<file path="src/rtl/logic_ops_pkg.sv">
// logic_ops_pkg: opcode encodings and popcount helper shared by the logic-op blocks
package logic_ops_pkg;
    localparam logic [2:0] OP_AND    = 3'd0;
    localparam logic [2:0] OP_NAND   = 3'd1;
    localparam logic [2:0] OP_OR     = 3'd2;
    localparam logic [2:0] OP_NOR    = 3'd3;
    localparam logic [2:0] OP_XOR    = 3'd4;
    localparam logic [2:0] OP_XNOR   = 3'd5;
    localparam logic [2:0] OP_PASS_X = 3'd6;
    localparam logic [2:0] OP_NOT_X  = 3'd7;

    function automatic logic [6:0] popcount(input logic [63:0] v);
        logic [6:0] c;
        c = '0;
        for (int i = 0; i < 64; i++) c = c + {6'd0, v[i]};
        return c;
    endfunction
endpackage

</file>
<file path="src/rtl/logic_ops_core.sv">
// logic_ops_core: combinational bitwise op select; odd opcodes are the inverted form of the even one below
module logic_ops_core #(
    parameter int WIDTH = 8
) (
    input  logic [2:0]       op,
    input  logic [WIDTH-1:0] x,
    input  logic [WIDTH-1:0] y,
    output logic [WIDTH-1:0] r
);
    logic [WIDTH-1:0] t;
    always_comb begin
        t = op[2:1] == 2'd0 ? (x & y) :
            op[2:1] == 2'd1 ? (x | y) :
            op[2:1] == 2'd2 ? (x ^ y) : x;
        r = op[0] ? ~t : t;
    end
endmodule

</file>
<file path="src/rtl/logic_unit_pipe.sv">
// logic_unit_pipe: registered logic-op stage with valid/ready handshake, result flags and chain accumulator
module logic_unit_pipe
    import logic_ops_pkg::*;
#(
    parameter int WIDTH = 8,
    localparam int CW = $clog2(WIDTH + 1)
) (
    input  logic             clk,
    input  logic             rst,
    input  logic             in_valid,
    output logic             in_ready,
    input  logic [WIDTH-1:0] a,
    input  logic [WIDTH-1:0] b,
    input  logic [2:0]       op,
    input  logic             chain,
    input  logic             acc_clr,
    output logic             out_valid,
    input  logic             out_ready,
    output logic [WIDTH-1:0] result,
    output logic             zero,
    output logic             parity,
    output logic [CW-1:0]    ones
);
    logic [WIDTH-1:0] acc, acc_eff, x, f;
    logic accept;

    assign in_ready = !out_valid | out_ready;
    assign accept   = in_valid & in_ready;
    assign acc_eff  = acc_clr ? '0 : acc;
    assign x        = chain ? acc_eff : a;

    logic_ops_core #(.WIDTH(WIDTH)) u_core (.op(op), .x(x), .y(b), .r(f));

    // Flags come from the new value so they stay aligned with result
    always_ff @(posedge clk or posedge rst) begin
        if (rst) begin
            out_valid <= 1'b0;
            result    <= '0;
            zero      <= 1'b0;
            parity    <= 1'b0;
            ones      <= '0;
            acc       <= '0;
        end else if (accept) begin
            out_valid <= 1'b1;
            result    <= f;
            zero      <= f == '0;
            parity    <= ^f;
            ones      <= CW'(popcount(64'(f)));
            acc       <= f;
        end else begin
            if (acc_clr) acc <= '0;
            if (out_ready) out_valid <= 1'b0;
        end
    end
endmodule

</file>
<file path="config.mk">
export PLATFORM = sky130hd
export DESIGN_NAME = logic_unit_pipe
export DESIGN_NICKNAME = d
export VERILOG_FILES = /design/src/rtl/logic_ops_pkg.sv /design/src/rtl/logic_ops_core.sv /design/src/rtl/logic_unit_pipe.sv
export SDC_FILE = /design/constraint.sdc
export NUM_CORES = 1
export LEC_CHECK = 0
export ABC_AREA = 1
export CORE_MARGIN = 2
export CORE_UTILIZATION = 44
export CTS_BUF_LIST = sky130_fd_sc_hd__clkbuf_8
export DETAILED_ROUTE_END_ITERATION = 6
export PLACE_DENSITY = 0.73
export SLEW_MARGIN = 0
export SYNTH_ARGS = -nofsm -noshare
export SYNTH_HDL_FRONTEND = slang
export SYNTH_SLANG_ARGS = --single-unit
</file>
<file path="constraint.sdc">
create_clock -name clk -period 7.98 [get_ports clk]
set_input_delay 1.197 -clock clk [delete_from_list [all_inputs] [get_ports clk]]
set_output_delay 1.197 -clock clk [all_outputs]
set_load 0.05 [all_outputs]
</file>
==> results.json <==
{
  "status": "finished clean",
  "ys_seq_elements": 23,
  "core_sq_mm": 0.00409,
  "postRouteAntennaNets": 0,
  "hp-class": "register to register",
  "worst-r2r-setup-slack_ps": 3970,
  "path_cells": "clkdlybuf4s50_1 > or2_2 > nand2_1 > ha_1 > nor2_1 > nor2_1 > nand2_1 > nand3_1 > nand2_1 > inv_1 > fa_1 > inv_1 > fa_1 > fa_1 > inv_1 > ha_1 > inv_1 > fa_1 > xor2_1 > o21ai_0",
  "placed_cells": 362,
  "ir_drop_mv": 0.218,
  "cap_violations": 0,
  "fin_crit_sh_pct": 67.5,
  "reg2regPathDepth": 23,
  "io_buffers": 40,
  "rsz0062_at_grt": "no",
  "cts_tree": "done",
  "crit_required_ps": 8090,
  "layout_commonest_cell": "nand2_1",
  "clock-root-buffer": "clkbuf_8",
  "fin_nets": 369,
  "worstHoldStart": "ones[0]",
  "cpPeakStageDelay_ps": 640,
  "initial_core_util_pct": 46.5,
  "cts_buffer_depth": 2,
  "drc": 0,
  "drive_above_1_share_pct": 4.43,
  "gp_congestion": 0.801,
  "max_slew_margin_pct": 43.3,
  "crit_arrival_ps": 5500,
  "hold_buffers": 0,
  "h-tree-depth": 1,
  "clock_skew_ps": 8.03,
  "wl_mm": 4.21,
  "grt_pass1_wl_mm": 7.47,
  "fin_ws_ps": 2590,
  "wl_per_cell_microns": 11.5,
  "dp_slack_ps": 2290,
  "viasPerCell": 4.81,
  "synth-seq-area-share_pct": 30.3,
  "fmax_ghz": 0.186,
  "row_count": 23,
  "syn_avg_cell_area_sq_um": 6.87,
  "total_power_uw": 513,
  "regArea_sq_um": 576,
  "fin_crit_ps": 5390,
  "grt_pass1_vias": 1710,
  "critical_path_class": "input port to register",
  "syn_to_final_growth_pct": 24.7,
  "cts_sinks": 23,
  "post_cts_buffers": 0,
  "final_cells": 366,
  "synth_fp_nets": 329,
  "endpoint_kind": "register",
  "path_max_fanout": 16,
  "cts-buffers-inserted": 3,
  "cp-startpoint": "chain",
  "die_y_microns": 69.7,
  "crit_end": "ones[2]",
  "leakagePower_nw": 1.35,
  "drv_slew": 0,
  "post_cts_resized": 0,
  "diodes": 0,
  "setup_viol": 0,
  "fin_util_pct": 58.0,
  "die-area_sq_mm": 0.00486,
  "fp.dieW_microns": 69.7,
  "drt-initial-drc-count": 104,
  "grt.overflow.total": 0,
  "num_io_pins": 41,
  "grt_max_degree": 29,
  "route.vias.total": 1759,
  "cp_slowest_cell": "clkdlybuf4s50_1",
  "hold_viol": 0,
  "grtUsageTotal_pct": 18.6,
  "ys_warn_count": 0,
  "synth_area_sq_mm": 0.00190,
  "powerDensity_mw_per_mm2": 216,
  "multi_input_comb_area_sq_mm": 0.00115,
  "start_kind": "input port",
  "r2r_end": "ones[2]",
  "worst_r2r_startpoint": "acc[1]",
  "yosysUniqueCellTypes": 21,
  "fin_tns_setup_ps": 0,
  "syn-instance-count": 277,
  "timing_worst_slew_pin_value_ps": 850,
  "antenna_found_initial": 0,
  "mostFrequentLayoutCells": "nand2_1, clkdlybuf4s50_1, inv_1",
  "clkTransAtPathRegs_ps": 80,
  "hpwlAfterDp_mm": 3.36,
  "dr.pass1.iters": 5,
  "clock_latency_ps": 270,
  "nFillCells": 415
}
[area by class of cell]
type                       instances  area share (%)
inverter                          36            5.70
clock inverter                     1           0.211
clock buffer                       3            1.74
timing repair buffer              40            16.9
multi-input combinational        213            48.5
tap                               50            2.64
sequential                        23            24.3
[worst max-delay path, delay by kind of cell]
kind,cells,cell delay (ps)
AND/OR/NAND/NOR,7,970
buffers and inverters,5,880
XOR/XNOR,1,140
adder cells (fa/ha/maj),6,2210
AO/OA/AOI/OAI,1,80
[sequential cells by signal (all words and copies together) (netlist names)]
register   cells
acc            8
result         8
ones           4
out_valid      1
parity         1
zero           1
[Yosys cell counts]
cell type,number,share of area (%)
ha_1,23,15
inv_2,2,0.39
inv_1,33,6.5
fa_1,4,4.2
buf_6,2,1.2
nor2_1,19,3.8
nand4_1,1,0.33
nand3_2,1,0.53
buf_2,2,0.53
o21ai_1,2,0.53
a21oi_1,1,0.26
xnor2_1,3,1.4
nand2_1,123,24
nand3_1,23,6.1
xor2_1,1,0.46
buf_4,1,0.39
nor2_2,1,0.33
o21ai_0,5,1.3
dfrtp_1,23,30
clkinv_1,1,0.20
or2_2,6,2.0
[how the worst min path moves through the flow]
stage	end	slack (ps)	cells after the start
after global routing	ones[0]	510	2
after global placement	result[3]	460	2
after detailed placement	ones[0]	470	2
after floorplan	acc[1]	480	2
final	ones[0]	480	2
after CTS	ones[0]	490	2
[per-stage QoR]
stage	instance area, sq um	hold WS (ps)
after floorplan	1900	479
after global placement	2320	464
after detailed placement	2320	465
after CTS	2370	486
after global routing	2370	514
final	2370	483
[logic make-up (layout without fill, tap and decap cells)]
logic type,after synthesis,count (layout),share of synthesized area [%]
and+or+nand+nor,174,174,37.2
buffers and inverters,41,80,9.21
adders and majority gates,27,27,19.3
DFF,23,23,30.3
AOI/OAI and AO/OA,8,8,2.10
xor gates and xnor gates,4,4,1.84
[where the power goes]
group | internal (mW) | switching, mW
logic | 0.106 | 0.178
clock network | 0.0349 | 0.0378
registers | 0.142 | 0.0140
total | 0.283 | 0.230
[layer usage]
layer  GRT usage [%]  vias up  routed length, microns
met5               0        -                       0
met1            25.4      796                    2000
met2            31.1       37                    1950
met4            1.92        0                      18
li1                -      924                       -
met3            4.51        2                     240
Note: power is estimated with default switching activity, not from simulation.
